`config.mk`:
```
export PLATFORM = sky130hd
export DESIGN_NAME = mipi_csi_rx_header_ecc
export DESIGN_NICKNAME = d
export VERILOG_FILES = /design/src/rtl/mipi_csi_rx_pkg.sv /design/src/rtl/mipi_csi_rx_ecc_gen.sv /design/src/rtl/mipi_csi_rx_header_ecc.sv
export SDC_FILE = /design/constraint.sdc
export NUM_CORES = 1
export LEC_CHECK = 0
export ABC_AREA = 1
export CORE_MARGIN = 1.5
export CORE_UTILIZATION = 50
export DETAILED_ROUTE_END_ITERATION = 8
export PLACE_DENSITY = 0.8
export SYNTH_ARGS = -nofsm -noshare
export SYNTH_HDL_FRONTEND = slang
export SYNTH_SLANG_ARGS = --single-unit
```
`constraint.sdc`:
```
create_clock -name clk_i -period 0.8 [get_ports clk_i]
set_clock_uncertainty 0.1 [all_clocks]
set_input_delay 0.16 -clock clk_i [delete_from_list [all_inputs] [get_ports clk_i]]
set_output_delay 0.16 -clock clk_i [all_outputs]
set_load 0.01 [all_outputs]
```
`src/rtl/mipi_csi_rx_pkg.sv`:
```
`default_nettype none
// +----------------------------------------------------------------------+
// | Package     : mipi_csi_rx_pkg                                        |
// | Description : CSI-2 header field positions, ECC masks, syndrome LUT  |
// | Revision    : 1.0  initial release                                   |
// +----------------------------------------------------------------------+
package mipi_csi_rx_pkg;

    localparam int HDR_DI_MSB    = 31;
    localparam int HDR_DI_LSB    = 24;
    localparam int HDR_WCLS_MSB  = 23;
    localparam int HDR_WCLS_LSB  = 16;
    localparam int HDR_WCMS_MSB  = 15;
    localparam int HDR_WCMS_LSB  = 8;
    localparam int HDR_ECC_MSB   = 5;
    localparam int HDR_ECC_LSB   = 0;
    localparam int HDR_RSVD_MSB  = 7;
    localparam int HDR_RSVD_LSB  = 6;

    localparam int ECC_DATA_W    = 24;
    localparam int ECC_PAR_W     = 6;

    // Row i selects the data bits that feed parity bit Pi.
    localparam logic [ECC_PAR_W-1:0][ECC_DATA_W-1:0] ECC_MASK = {
        24'hEFFC00,  // P5
        24'hDF03F0,  // P4
        24'hB8E38E,  // P3
        24'h749A6D,  // P2
        24'hF2555B,  // P1
        24'hF12CB7   // P0
    };

    typedef enum logic [5:0] {
        DT_FS       = 6'h00,
        DT_FE       = 6'h01,
        DT_LS       = 6'h02,
        DT_LE       = 6'h03,
        DT_EMBEDDED = 6'h12,
        DT_YUV422_8 = 6'h1E,
        DT_RGB888   = 6'h24,
        DT_RAW8     = 6'h2A,
        DT_RAW10    = 6'h2B,
        DT_RAW12    = 6'h2C
    } csi_dt_e;

    typedef struct packed {
        logic       hit;
        logic [4:0] idx;
    } ecc_lut_t;

    // Maps a syndrome to the data bit whose parity column it equals.
    function automatic ecc_lut_t syndrome_to_bit(input logic [ECC_PAR_W-1:0] syn);
        ecc_lut_t r;
        r.hit = 1'b1;
        case (syn)
            6'h07:   r.idx = 5'd0;
            6'h0B:   r.idx = 5'd1;
            6'h0D:   r.idx = 5'd2;
            6'h0E:   r.idx = 5'd3;
            6'h13:   r.idx = 5'd4;
            6'h15:   r.idx = 5'd5;
            6'h16:   r.idx = 5'd6;
            6'h19:   r.idx = 5'd7;
            6'h1A:   r.idx = 5'd8;
            6'h1C:   r.idx = 5'd9;
            6'h23:   r.idx = 5'd10;
            6'h25:   r.idx = 5'd11;
            6'h26:   r.idx = 5'd12;
            6'h29:   r.idx = 5'd13;
            6'h2A:   r.idx = 5'd14;
            6'h2C:   r.idx = 5'd15;
            6'h31:   r.idx = 5'd16;
            6'h32:   r.idx = 5'd17;
            6'h34:   r.idx = 5'd18;
            6'h38:   r.idx = 5'd19;
            6'h1F:   r.idx = 5'd20;
            6'h2F:   r.idx = 5'd21;
            6'h37:   r.idx = 5'd22;
            6'h3B:   r.idx = 5'd23;
            default: begin
                r.hit = 1'b0;
                r.idx = 5'd0;
            end
        endcase
        return r;
    endfunction

endpackage
`default_nettype wire

```
`src/rtl/mipi_csi_rx_ecc_gen.sv`:
```
`default_nettype none
// +----------------------------------------------------------------------+
// | Module      : mipi_csi_rx_ecc_gen                                    |
// | Description : combinational 24-bit -> 6-bit CSI-2 header parity      |
// | Revision    : 1.0  initial release                                   |
// +----------------------------------------------------------------------+
module mipi_csi_rx_ecc_gen
    import mipi_csi_rx_pkg::*;
(
    input  logic [ECC_DATA_W-1:0] data_i,
    output logic [ECC_PAR_W-1:0]  parity_o
);

    for (genvar i = 0; i < ECC_PAR_W; i++) begin : g_parity
        assign parity_o[i] = ^(data_i & ECC_MASK[i]);
    end

endmodule
`default_nettype wire

```
`src/rtl/mipi_csi_rx_header_ecc.sv`:
```
`default_nettype none
// +----------------------------------------------------------------------+
// | Module      : mipi_csi_rx_header_ecc                                 |
// | Description : CSI-2 RX header ECC check/correct, registered outputs. |
// |               MIPI_CSI_RX_HEADER_ECC_PIPE_EN adds an input register. |
// | Revision    : 1.0  initial release                                   |
// +----------------------------------------------------------------------+
module mipi_csi_rx_header_ecc
    import mipi_csi_rx_pkg::*;
(
    input  logic        clk_i,
    input  logic        reset_n_i,
    input  logic [31:0] packet_header_i,
    output logic [15:0] packet_length_o,
    output logic [1:0]  vc_id_o,
    output logic [5:0]  data_type_o,
    output logic        no_error_o,
    output logic        corrected_error_o,
    output logic        error_o
);

    logic [31:0]           w_hdr;
    logic [ECC_DATA_W-1:0] w_data;
    logic [ECC_DATA_W-1:0] w_fixed;
    logic [ECC_PAR_W-1:0]  w_parity;
    logic [ECC_PAR_W-1:0]  w_syndrome;
    ecc_lut_t              w_lut;
    logic                  w_no_err;
    logic                  w_corr;
    logic                  w_err;
    logic                  w_unused_rsvd;

`ifdef MIPI_CSI_RX_HEADER_ECC_PIPE_EN
    logic [31:0] r_hdr;

    always_ff @(posedge clk_i or negedge reset_n_i) begin
        if (!reset_n_i) begin
            r_hdr <= '0;
        end else begin
            r_hdr <= packet_header_i;
        end
    end

    assign w_hdr = r_hdr;
`else
    assign w_hdr = packet_header_i;
`endif

    // Reserved ECC bits carry no information.
    assign w_unused_rsvd = ^w_hdr[HDR_RSVD_MSB:HDR_RSVD_LSB];

    assign w_data = {w_hdr[HDR_WCMS_MSB:HDR_WCMS_LSB],
                     w_hdr[HDR_WCLS_MSB:HDR_WCLS_LSB],
                     w_hdr[HDR_DI_MSB:HDR_DI_LSB]};

    mipi_csi_rx_ecc_gen u_ecc_gen (
        .data_i   (w_data),
        .parity_o (w_parity)
    );

    assign w_syndrome = w_parity ^ w_hdr[HDR_ECC_MSB:HDR_ECC_LSB];
    assign w_lut      = syndrome_to_bit(w_syndrome);

    always_comb begin
        w_fixed  = w_data;
        w_no_err = 1'b0;
        w_corr   = 1'b0;
        w_err    = 1'b0;
        if (w_syndrome == '0) begin
            w_no_err = 1'b1;
        end else if (w_lut.hit) begin
            w_fixed = w_data ^ (24'd1 << w_lut.idx);
            w_corr  = 1'b1;
        end else if ($onehot(w_syndrome)) begin
            // Error confined to the ECC byte: payload already correct.
            w_corr = 1'b1;
        end else begin
            w_err = 1'b1;
        end
    end

    always_ff @(posedge clk_i or negedge reset_n_i) begin
        if (!reset_n_i) begin
            packet_length_o   <= '0;
            vc_id_o           <= '0;
            data_type_o       <= '0;
            no_error_o        <= 1'b0;
            corrected_error_o <= 1'b0;
            error_o           <= 1'b0;
        end else begin
            packet_length_o   <= w_fixed[23:8];
            vc_id_o           <= w_fixed[7:6];
            data_type_o       <= w_fixed[5:0];
            no_error_o        <= w_no_err;
            corrected_error_o <= w_corr;
            error_o           <= w_err;
        end
    end

endmodule
`default_nettype wire

```
==> results of run 1 <==
-- through the flow --
step,area [µm²],setup slack (ns),hold WS (ns),std cells,TNS [ns]
after floorplan,2940,-2.45,-0.236,442,-22.69
after detailed placement,4360,-3.22,0.434,664,-63.89
after global placement,4360,-3.10,0.430,664,-61.72
-- cells in the mapped netlist --
library cell  count
nand4_1           2
xor2_1           31
nor3_1            3
nand3_1          47
nand3_2           4
inv_1            38
or2_2             1
nand2_2          21
nor2_2            5
or4_4             1
inv_2            19
nand3b_1          1
or2_4             1
fa_1              2
nor2_1           26
nand2_4           4
a21oi_1           1
nand2_1         200
nor2_4            3
xnor2_1           4
dfrtp_1          27
ha_1              1
-- logic make-up after synthesis --
| logic type | count (synthesis) |
|---|---|
| fa+ha+maj | 3 |
| compound gates | 1 |
| buf+inv | 57 |
| xor+xnor | 35 |
| simple gates | 319 |
| flops | 27 |
==> flow_metrics.tcl, run 1 <==
set metrics [dict create \
    outcome "aborted with a tool error" \
    dieHeight_um 76.2 \
    yosysSeqAreaShare 0.252 \
    syn_nets 479 \
    ys_ff_latch 27 \
    cts_max_path_buffers 2 \
    placementRows 26 \
    num_io_pins 61 \
    lastStage "clock tree synthesis" \
    error "[ERROR DPL-0038] Utilization greater than 100%, impossible to legalize" \
    synthSimpleGateAreaFrac 0.532 \
    synth_xor_area_frac 0.114 \
    synth_top_family_by_area "simple AND/OR/NAND/NOR gates" \
    cts_setup_buffers 35 \
    cts_root_buffer "clkbuf_8" \
    routabilityCongestion 0.914 \
    holdBufCountCts 0 \
    hpwlAfterDp_mm 7.73 \
    syn-cell-area_um2 2680 \
    clock-sinks 27 \
    cts_buffers 3 \
    die-width_um 76.2 \
    start_util 0.521 \
    io_buffer_count 58 \
    yosysWarnings 0 \
    synth_adder_area_share 0.0196 \
    synth-compound-area-share 0.00187 \
    synth.avg_cell_area_um2 6.06 \
    synth_top_area_cell "nand2_1" \
    htree_levels 1 \
    synth.area.top_cells "nand2_1 (28%), dfrtp_1 (25%), xor2_1 (10%)" \
    synthDistinctLibCells 22 \
    cts_resized 430 \
    muxShareOfSynthArea 0 \
    netlist_instances 442 \
    netlist.area_leader.share 0.280 \
]
==> run 2, diff against run 1 <==
CORE_UTILIZATION = 35   (was 50)
PLACE_DENSITY = not set   (was 0.8)
PLACE_DENSITY_LB_ADDON = 0.15   (was not set)
==> flow_metrics.tcl, run 2 <==
set metrics [dict create \
    outcome "complete, but fails checks" \
    failed_checks "negative setup slack" \
    netlist_instances 442 \
    vdd_ir_drop_max_mv 0.821 \
    drtIter0Drc 121 \
    drv_slew 0 \
    p_leak_nw 2.81 \
    wire_per_inst_um 13.9 \
    max_slew_margin 0.805 \
    crit_type "input port to flop" \
    cts_tree "yes" \
    hold_violations 0 \
    syn_nets 479 \
    top_regs "packet_length_o x16, data_type_o x6, vc_id_o x2" \
    layout_common_cells "nand2_1 (106), buf_4 (95), nand2_2 (85), buf_6 (44), buf_2 (35)" \
    drv_cap 0 \
    placementRows 31 \
    fin_util 0.729 \
    synthDistinctLibCells 22 \
    synth_top_area_cell "nand2_1" \
    grt_start_max_net_pins 28 \
    synth_edf_count 0 \
    wl_mm 10.2 \
    worstSetupEndpointType "flop" \
    cts_max_path_buffers 2 \
    rsz0062_at_grt "true" \
    num_io_pins 61 \
    fin_crit_sh 3.82 \
    htree_levels 1 \
    grtUsageTotal 0.235 \
    p_per_area_nw_per_um2 1540 \
    grt_first_pass_wirelength_mm 15.6 \
    synth_top_family_by_area "simple AND/OR/NAND/NOR gates" \
    crit_path_max_incr_delay_ns 0.52 \
    critical-path-top-delay-family "simple AND/OR/NAND/NOR gates" \
    fin_nets 673 \
    p_seq_frac 0.191 \
    largest_register "packet_length_o" \
    antenna_left 0 \
    die-width_um 90.5 \
    crit_arrival_ns 3.12 \
    start_util 0.366 \
    cts_buffers 3 \
    layout_min_cycle_time_ns 3.05 \
    syn_to_final_growth_pct 99.3 \
    place_ws_ns -3.21 \
    crit_required_ns 0.87 \
    netlist.area_leader.share 0.280 \
    power_mw 8.20 \
    path_cells "buf_12, clkinv_8, nand2_4, nand2_4, nand2_1, nand2_2, nand2_2, nand3_4, nand2_2, nand2_2, nand2_4, nor2_4, inv_2, nand2_2, ha_4, fa_1, inv_2, nor2_4, fa_2, or4_4, nand2_2, nor2_2" \
    hold_slack_ns 0.0897 \
    yosysWarnings 0 \
    largest_reg_flops 16 \
    n_antenna_cell 0 \
    ys_ff_latch 27 \
    synth_adder_area_share 0.0196 \
    antenna_found_initial 0 \
    clk_pin_slew_ns 0.09 \
    synthSimpleGateAreaFrac 0.532 \
    dieArea_um2 8190 \
    final_area_um2 5340 \
    hpwlAfterDp_mm 7.02 \
    drive_gt1_frac 0.639 \
    yosys-top-cells-count "nand2_1 (200), nand3_1 (47), inv_1 (38)" \
    ys.flop_type "dfrtp_1" \
    synth_xor_area_frac 0.114 \
    dr.pass1.iters 4 \
    critPathMaxFanout 5 \
    clock-sinks 27 \
    crit_top_cell "nand2_2" \
    fin_setup_tns_ns -39.74 \
    synth_most_common_cell "nand2_1" \
    crit_slowest_cell "fa_1" \
    dp_cells 700 \
    drcViolationCount 0 \
    max_clock_freq_mhz 327 \
    synthArstFlopShare 1.00 \
    worst_slack_ns -2.25 \
    cts_root_buffer "clkbuf_8" \
    synth.area.top_cells "nand2_1 (28%), dfrtp_1 (25%), xor2_1 (10%)" \
    worst_slew_pin_slew_ns 0.291 \
    routabilityCongestion 0.890 \
    cp.buffers_inverters 4 \
    post_layout_nonfiller_instances 734 \
    core_area_um2 7330 \
    comb_power_share 0.715 \
    io_buffer_count 58 \
    power_frac_clock 0.094 \
    cp-start-kind "input port" \
    first_global_vias 3419 \
    layout_commonest_cell "nand2_1" \
    swShare 0.454 \
    synth-compound-area-share 0.00187 \
    vias_per_cell 4.73 \
    yosysSeqAreaShare 0.252 \
    muxShareOfSynthArea 0 \
    internal_power_mw 4.48 \
    syn-cell-area_um2 2680 \
    setup_viol 54 \
    vias 3473 \
    p_sw_mw 3.72 \
    min_path_type "input port to flop" \
    placed_area_um2 4450 \
    grt.overflow.total 0 \
    dieHeight_um 90.5 \
    synth.avg_cell_area_um2 6.06 \
]
## run 2: metal layers
layer / track usage / up-vias / routed length [µm]
met3: 0.00842 / 25 / 277
li1: - / 1731 / -
met2: 0.435 / 76 / 5420
met1: 0.287 / 1641 / 4180
met5: 0 / - / 0
met4: 0.0847 / 0 / 314
## run 2: power groups by stage
stage | combinational, mW | clock [mW] | sequential, mW
after floorplan | 2.44 | 0 | 1.69
after global placement | 4.28 | 0 | 1.59
after detailed placement | 4.38 | 0 | 1.60
after CTS | 5.14 | 0.785 | 1.56
after global routing | 6.29 | 0.838 | 1.58
final | 5.87 | 0.773 | 1.56
## run 2: path summary, 6_finish.rpt
path                                startpoint                  to  slack (ns)  cells after the start
worst min-delay path       packet_header_i[27]      data_type_o[3]        0.09                      3
max in group asynchronous            reset_n_i      data_type_o[2]        0.31                      2
worst max-delay path       packet_header_i[24]             error_o       -2.25                     22
min in group asynchronous            reset_n_i  packet_length_o[0]        0.14                      2
## run 2: cell families (layout without fill, tap and decap cells)
kind of cell             after synthesis  count (layout)
buffers and inverters                 57             250
XOR/XNOR                              35              35
adder cells (fa/ha/maj)                3               3
AND/OR/NAND/NOR                      319             319
AO/OA/AOI/OAI                          1               1
flip-flops                            27              27
## run 2: layout make-up
class,count,area (µm²)
Clock buffer,3,41.3
Clock inverter,1,5.00
Fill cell,521,1990
Inverter,57,314
Multi-Input combinational cell,358,2580
Sequential cell,27,676
Tap cell,99,124
Timing Repair Buffer,189,1600
## run 2: repair_timing
action | CTS | global route
buffers inserted | 25 | 12
endpoints found under the setup margin | 54 | 54
endpoints found under the hold margin | 0 | 0
hold buffers | 0 | 0
cloned | 0 | 0
gates resized for setup | 387 | 76
pin swaps | 81 | 23
Note: power is estimated with default switching activity, not from simulation.
==> run 3, diff against run 2 <==
CAP_MARGIN = 0   (was not set)
==> results of run 3 <==
Final layout, timing and power as in run 2 (identical DEF).
